[config.mk]
export PLATFORM = sky130hd
export DESIGN_NAME = router_data_register
export DESIGN_NICKNAME = d
export VERILOG_FILES = /design/src/rtl/router_data_register_pkg.sv /design/src/rtl/router_parity_checker.sv /design/src/rtl/router_data_register.sv
export SDC_FILE = /design/constraint.sdc
export NUM_CORES = 1
export LEC_CHECK = 0
export BUFFER_PORTS_ARGS = -buffer_cell sky130_fd_sc_hd__buf_2
export CAP_MARGIN = 30
export CORE_ASPECT_RATIO = 1.5
export CORE_MARGIN = 8
export CORE_UTILIZATION = 56
export DETAILED_ROUTE_END_ITERATION = 8
export PLACE_DENSITY = 0.78
export SYNTH_ARGS = -nofsm -noshare
export SYNTH_HDL_FRONTEND = slang
export SYNTH_SLANG_ARGS = --single-unit
[constraint.sdc]
create_clock -name clk -period 1.5 [get_ports clk]
set_clock_uncertainty 0.05 [all_clocks]
set_input_delay 0.075 -clock clk [delete_from_list [all_inputs] [get_ports clk]]
set_output_delay 0.075 -clock clk [all_outputs]
set_load 0.1 [all_outputs]
[src/rtl/router_data_register_pkg.sv]
// router_data_register_pkg: shared width, address codes and FSM state encodings
package router_data_register_pkg;
    localparam int DATA_WIDTH = 8;
    typedef enum logic [1:0] {
        ADDR_0       = 2'b00,
        ADDR_1       = 2'b01,
        ADDR_2       = 2'b10,
        ADDR_INVALID = 2'b11
    } addr_t;
    typedef enum logic [3:0] {
        DECODE_ADDRESS  = 4'b0001,
        LOAD_FIRST_DATA = 4'b0010,
        LOAD_DATA       = 4'b0100,
        LOAD_AFTER_FULL = 4'b1000
    } state_t;
    function automatic logic addr_valid(input logic [1:0] a);
        return a != ADDR_INVALID;
    endfunction
endpackage

[src/rtl/router_parity_checker.sv]
// router_parity_checker: running XOR parity, trailing parity capture and error flag
module router_parity_checker
    import router_data_register_pkg::*;
#(
    parameter int DATA_WIDTH = router_data_register_pkg::DATA_WIDTH
) (
    input  logic                  clk,
    input  logic                  reset,
    input  logic                  addr_det,
    input  logic                  first_data,
    input  logic                  load_data,
    input  logic                  full_state,
    input  logic                  packet_valid,
    input  logic [DATA_WIDTH-1:0] data,
    input  logic [DATA_WIDTH-1:0] header,
    input  logic                  parity_done,
    output logic                  error
);
    logic [DATA_WIDTH-1:0] int_parity, pkt_parity;
    logic                  done_d;

    always_ff @(posedge clk or negedge reset) begin
        if (!reset) begin
            int_parity <= '0;
            pkt_parity <= '0;
            done_d     <= 1'b0;
            error      <= 1'b0;
        end else begin
            if (addr_det)
                int_parity <= '0;
            else if (first_data)
                int_parity <= int_parity ^ header;
            else if (load_data && packet_valid && !full_state)
                int_parity <= int_parity ^ data;
            if (load_data && !packet_valid)
                pkt_parity <= data;
            done_d <= parity_done;
            // compare once, on the rising edge of parity_done; hold until next header
            if (parity_done && !done_d)
                error <= int_parity != pkt_parity;
            else if (addr_det && packet_valid)
                error <= 1'b0;
        end
    end
endmodule

[src/rtl/router_data_register.sv]
// router_data_register: header/stall staging and output byte mux for the router datapath
module router_data_register
    import router_data_register_pkg::*;
#(
    parameter int DATA_WIDTH = router_data_register_pkg::DATA_WIDTH
) (
    input  logic                  clk,
    input  logic                  reset,
    input  logic                  i_Sig_Packet_Valid,
    input  logic [DATA_WIDTH-1:0] i_Input_Data,
    input  logic                  i_Sig_Fifo_Full,
    input  logic                  i_Sig_Address_Detected,
    input  logic                  i_Load_First_Data_State,
    input  logic                  i_Load_Data_State,
    input  logic                  i_Load_After_State,
    input  logic                  i_Full_State,
    input  logic                  i_Reset_Low_Packet_Valid_Reg,
    output logic [DATA_WIDTH-1:0] o_Output_Data,
    output logic                  o_Sig_Parity_Done,
    output logic                  o_Sig_Low_Packet_Valid,
    output logic                  o_Sig_Error
);
    logic [DATA_WIDTH-1:0] header, full_reg;
    logic                  done_set;

    assign done_set = (i_Load_Data_State && !i_Sig_Fifo_Full && !i_Sig_Packet_Valid)
                   || (i_Load_After_State && o_Sig_Low_Packet_Valid && !o_Sig_Parity_Done);

    always_ff @(posedge clk or negedge reset) begin
        if (!reset) begin
            header                 <= '0;
            full_reg               <= '0;
            o_Output_Data          <= '0;
            o_Sig_Low_Packet_Valid <= 1'b0;
            o_Sig_Parity_Done      <= 1'b0;
        end else begin
            if (i_Sig_Address_Detected && i_Sig_Packet_Valid && addr_valid(i_Input_Data[1:0]))
                header <= i_Input_Data;
            if (i_Load_First_Data_State)
                o_Output_Data <= header;
            else if (i_Load_Data_State && !i_Sig_Fifo_Full)
                o_Output_Data <= i_Input_Data;
            else if (i_Load_Data_State)
                full_reg <= i_Input_Data;
            else if (i_Load_After_State)
                o_Output_Data <= full_reg;
            if (i_Load_Data_State && !i_Sig_Packet_Valid)
                o_Sig_Low_Packet_Valid <= 1'b1;
            else if (i_Reset_Low_Packet_Valid_Reg)
                o_Sig_Low_Packet_Valid <= 1'b0;
            if (done_set)
                o_Sig_Parity_Done <= 1'b1;
            else if (i_Sig_Address_Detected)
                o_Sig_Parity_Done <= 1'b0;
        end
    end

    router_parity_checker #(.DATA_WIDTH(DATA_WIDTH)) u_parity (
        .clk         (clk),
        .reset       (reset),
        .addr_det    (i_Sig_Address_Detected),
        .first_data  (i_Load_First_Data_State),
        .load_data   (i_Load_Data_State),
        .full_state  (i_Full_State),
        .packet_valid(i_Sig_Packet_Valid),
        .data        (i_Input_Data),
        .header      (header),
        .parity_done (o_Sig_Parity_Done),
        .error       (o_Sig_Error)
    );
endmodule

; Word-level counts from Yosys, hierarchy flattened
; Cells that the tools add are included.
[totals]
regBits = 44
in_bits = 18
word_cells = 52
[classes]
n_eq_ne = 3
mux = 13
n_bitwise = 4
n_reduce_logical = 23
[ops]
columns = cell, n
row1 = 8-bit two-way mux, 7
row2 = 8-bit bitwise XOR, 2
row3 = 1-bit logical AND, 10
row4 = 8-bit inequality test, 1
row5 = 1-bit two-way mux, 6
row6 = 2-bit nonzero test, 3
row7 = 3-bit nonzero test, 2
row8 = 1-bit logical NOT, 5
row9 = 3-bit by 2-bit inequality test with 1-bit output (second input constant), 1
row10 = 3-bit AND reduction, 1
row11 = 2-bit inequality test (second input constant), 1
row12 = 1-bit NOT, 2
row13 = 2-bit AND reduction, 1
row14 = 1-bit logical OR, 1

; Logic depth before layout (Yosys ltp)
[logic_depth]
word_depth = 5
ltp_mapped = 6

; Cells and area by module
; A second synthesis with hierarchy kept.
[hier_totals]
hier_cells = 171
area_unflattened_um2 = 2097.0
[modules_own_cells]
columns = module, instances, cells_each, area_per_inst_um2, seq_area_each_um2
row1 = router_data_register, 1, 93, 1182.4, 650.6
row2 = router_parity_checker, 1, 78, 914.6, 450.4

; Worst setup path after synthesis
; Ideal clock, no wire load.
[synth_path]
path_type = flip-flop to flip-flop
from = reg o_Sig_Parity_Done
to = reg u_parity.error
setup_ps = 82
arrival_time_ps = 1384
t_required_ps = 1368
slack_ps = -16
path_stages_with_launch = 4
path_buffers = 0
synth_period_minus_slack_ps = 1516
cell_sequence = dfrtp_1 nor2b_1 a21oi_1 a31oi_1
[synth_between]
elab_chain_len = 2
word_cells_on_any_way = 3
classes_between = 1 x mux / 2 x reduce/logical
[synth_lines]
columns = element, line
row1 = from (decl), router_data_register.sv:19  ; output logic o_Sig_Parity_Done,
row2 = from (signal assigned), router_data_register.sv:35  ; o_Sig_Parity_Done <= 1'b0;
row3 = from (signal assigned), router_data_register.sv:52  ; o_Sig_Parity_Done <= 1'b1;
row4 = from (signal assigned), router_data_register.sv:54  ; o_Sig_Parity_Done <= 1'b0;
row5 = 1-bit logical AND (*), router_parity_checker.sv:39  ; if (parity_done && !done_d)
row6 = 1-bit two-way mux / 2-bit nonzero test (equally long branches), -
row7 = to (signal assigned), router_parity_checker.sv:40  ; error <= int_parity != pkt_parity;
row8 = to (decl), router_parity_checker.sv:17  ; output logic error
; Every way passes the cells marked *; elsewhere a longest branch is shown, timed or not.
; A chain may end at the register's enable or synchronous reset.

; Final worst setup path
[layout_path]
from = reg o_Sig_Parity_Done
to = out o_Sig_Parity_Done
; No word-level cell between the ends.

==> impl_metrics.tcl <==
set metrics [dict create \
    start_util_pct 57.3 \
    cts_buffers 5 \
    syn2layout_area_growth_pct 17.7 \
    cp_num_buf_inv 1 \
    crit_chain "buf_2" \
    synthTopCellsByCount "44 x dfrtp_1, 30 x mux2_2, 16 x mux2i_1, 15 x nor2_1, 13 x xnor2_1" \
    async_flop_share_pct 100 \
    status "complete, no violations" \
    syn_inst 169 \
    ys.flop_type "dfrtp_1" \
    hold_violations 0 \
    setup_viol 0 \
    rsz0062_at_grt "false" \
    hold_path.class "primary input to register" \
    total_power_mw 3.68 \
    required_ns 1.37 \
    grt_max_degree 22 \
    synth_top_area_cell "dfrtp_1" \
    fillers 269 \
    root_buffer "clkbuf_8" \
    coreArea_mm2 0.00361 \
    antenna_left 0 \
    cts_num_sinks 44 \
    antenna_cells 0 \
    grt_first_pass_wirelength_mm 7.38 \
    reg2reg_depth 4 \
    port-buffer-count 28 \
    yosys-top-cells-area "dfrtp_1 53%, mux2_2 16%, mux2i_1 7.7%, xnor2_1 5.5%, nor2_1 2.7%" \
    overflow 0 \
    die_h_um 90.5 \
    syn-cell-area_mm2 0.00207 \
    num_rows 27 \
    ys_ff_latch 44 \
    cp_max_fo 5 \
    max_freq_ghz 0.794 \
    p_seq_share_pct 42.1 \
    clockPowerShare_pct 27.1 \
    drive_gt1_share_pct 36.2 \
    cts_tree "yes" \
    ys_warn_count 0 \
    clock_path_buffers 2 \
    drc_errors 0 \
    slew_headroom_pct 67.9 \
    die_w_um 65.7 \
    drtIter0Drc 34 \
    fin_crit_ns 1.26 \
    p_int_mw 2.35 \
    avgSynthCellArea_um2 12.3 \
    combPwrFrac_pct 30.8 \
    vias_per_cell 5.45 \
    r2r_end "u_parity.error$_DFFE_PN0P_" \
    cts_resized 0 \
    yosysTopAreaCellShare_pct 53.2 \
    yosysMostFrequentCell "dfrtp_1" \
    final_nets 227 \
    tightest_slew_ns 0.482 \
    ys_types 22 \
    antenna_found_initial 0 \
    powerDensity_mw_per_mm2 1510 \
    firstDrtPassIters 4 \
    startpoint "o_Sig_Parity_Done$_DFFE_PN0P_" \
    crit_path_end_kind "output port" \
    swShare_pct 36.0 \
    final.setup.tns_ns 0 \
    die_area_mm2 0.00594 \
    place_congestion 0.786 \
    max_stage_delay_ns 0.44 \
    routed-via-count 1380 \
    dp_hpwl_mm 3.25 \
    track_usage_pct 15.8 \
    htree_levels 2 \
    min-delay-start "i_Input_Data[6]" \
    regToRegSetupSlack_ns 0.25 \
    peakVddDrop_v 0.00110 \
    p_switching_mw 1.32 \
    wl_mm 4.30 \
    ys_seq_area_share_pct 53.2 \
    synth_edf_count 0 \
    slowest_stage "buf_2" \
    crit_family "buffers and inverters" \
    drv_slew 0 \
    r2r_start "u_parity.int_parity[4]$_DFFE_PN0P_" \
    arrival_ns 1.13 \
    cts_setup_buffers 0 \
    ios 29 \
    hold_end "u_parity.pkt_parity[6]$_DFFE_PN0P_" \
    worstSetupPathType "register to output port" \
    critPathLaunchType "register" \
    period_share_pct 84.0 \
    min_path_cells 2 \
    maxCapViolCount 0 \
    insertion_delay_ns 0.30 \
    routedWlPerCell_um 17.0 \
    leakage_nw 1.12 \
    clkSlewWorstSetupHoldPaths_ns 0.09 \
    synth_fp_nets 187 \
    grt_pass1_vias 1584 \
]
==> cell families after synthesis <==
group	share of synthesized area (%)
AO/OA/AOI/OAI	5.86
XOR/XNOR	6.77
buffers and inverters	1.99
flip-flops	53.2
multiplexers	24.0
AND/OR/NAND/NOR	8.16
==> worst max path at each step <==
stage / cells after the start / slack [ns] / to
CTS: 4 / 0.21 / u_parity.error$_DFFE_PN0P_
detailed placement: 4 / 0.23 / u_parity.error$_DFFE_PN0P_
global route: 4 / 0.04 / u_parity.error$_DFFE_PN0P_
finish: 1 / 0.24 / o_Sig_Parity_Done
global placement: 4 / 0.24 / u_parity.error$_DFFE_PN0P_
floorplan: 3 / 0.09 / o_Sig_Parity_Done$_DFFE_PN0P_
==> routing by layer <==
metal  up-vias  routed length [um]  global-route usage (%)
li1        662                   -                       -
met3         8                 202                    4.60
met4         0                  71                    6.76
met1       677                1800                    17.5
met2        33                2220                    26.9
met5         -                   0                       0
==> through the flow <==
stage,area [um2],util (%),cells,hold WS [ns],setup slack (ns)
final,2440,67.4,253,0.0222,0.241
after detailed placement,2280,63.1,242,0.0113,0.227
after global placement,2280,63.1,242,0.00627,0.240
after CTS,2440,67.4,253,0.0209,0.205
after floorplan,2070,-,169,-0.271,0.0927
after global routing,2440,67.4,253,0.0206,0.0385
==> layout by cell type (no fill, tap or decap), types with 2 or more instances in the layout <==
master         instances
buf_4                  7
nor2_1                15
clkbuf_8               7
dfrtp_1               43
mux2i_1               16
a21o_1                 2
xnor2_1               13
nand2_1                9
o21ai_1                5
nand3b_1               2
mux2_2                30
nand2b_1               2
o21ai_0                5
buf_2                 28
nor2b_1                2
a21oi_1               10
dlygate4sd3_1          3
xor2_1                 3
==> timing repair <==
action / in CTS / in global routing
setup endpoints to repair: 0 / 0
hold buffers: 3 / 0
endpoints found under the hold margin: 21 / 0
==> power groups by stage <==
stage / Sequential [mW] / Clock [mW] / Combinational [mW]
3_3_place_gp: 1.56 / 0 / 1.11
4_1_cts: 1.55 / 1.01 / 1.14
6_report: 1.55 / 0.996 / 1.13
2_1_floorplan: 2.02 / 0 / 0.433
3_5_place_dp: 1.58 / 0 / 1.13
5_1_grt: 1.58 / 1.07 / 1.21
==> area by class of cell <==
| type | instances | area, um2 | area share, % |
|---|---|---|---|
| inverters | 1 | 3.75 | 0.154 |
| multi-input cells | 119 | 928 | 38.1 |
| well taps | 43 | 53.8 | 2.21 |
| flip-flops and latches | 44 | 1100 | 45.2 |
| clock inverters | 1 | 30.0 | 1.23 |
| clock buffers | 7 | 96.3 | 3.95 |
| repair buffers | 38 | 223 | 9.14 |
Power figures use the tool's default switching activity.
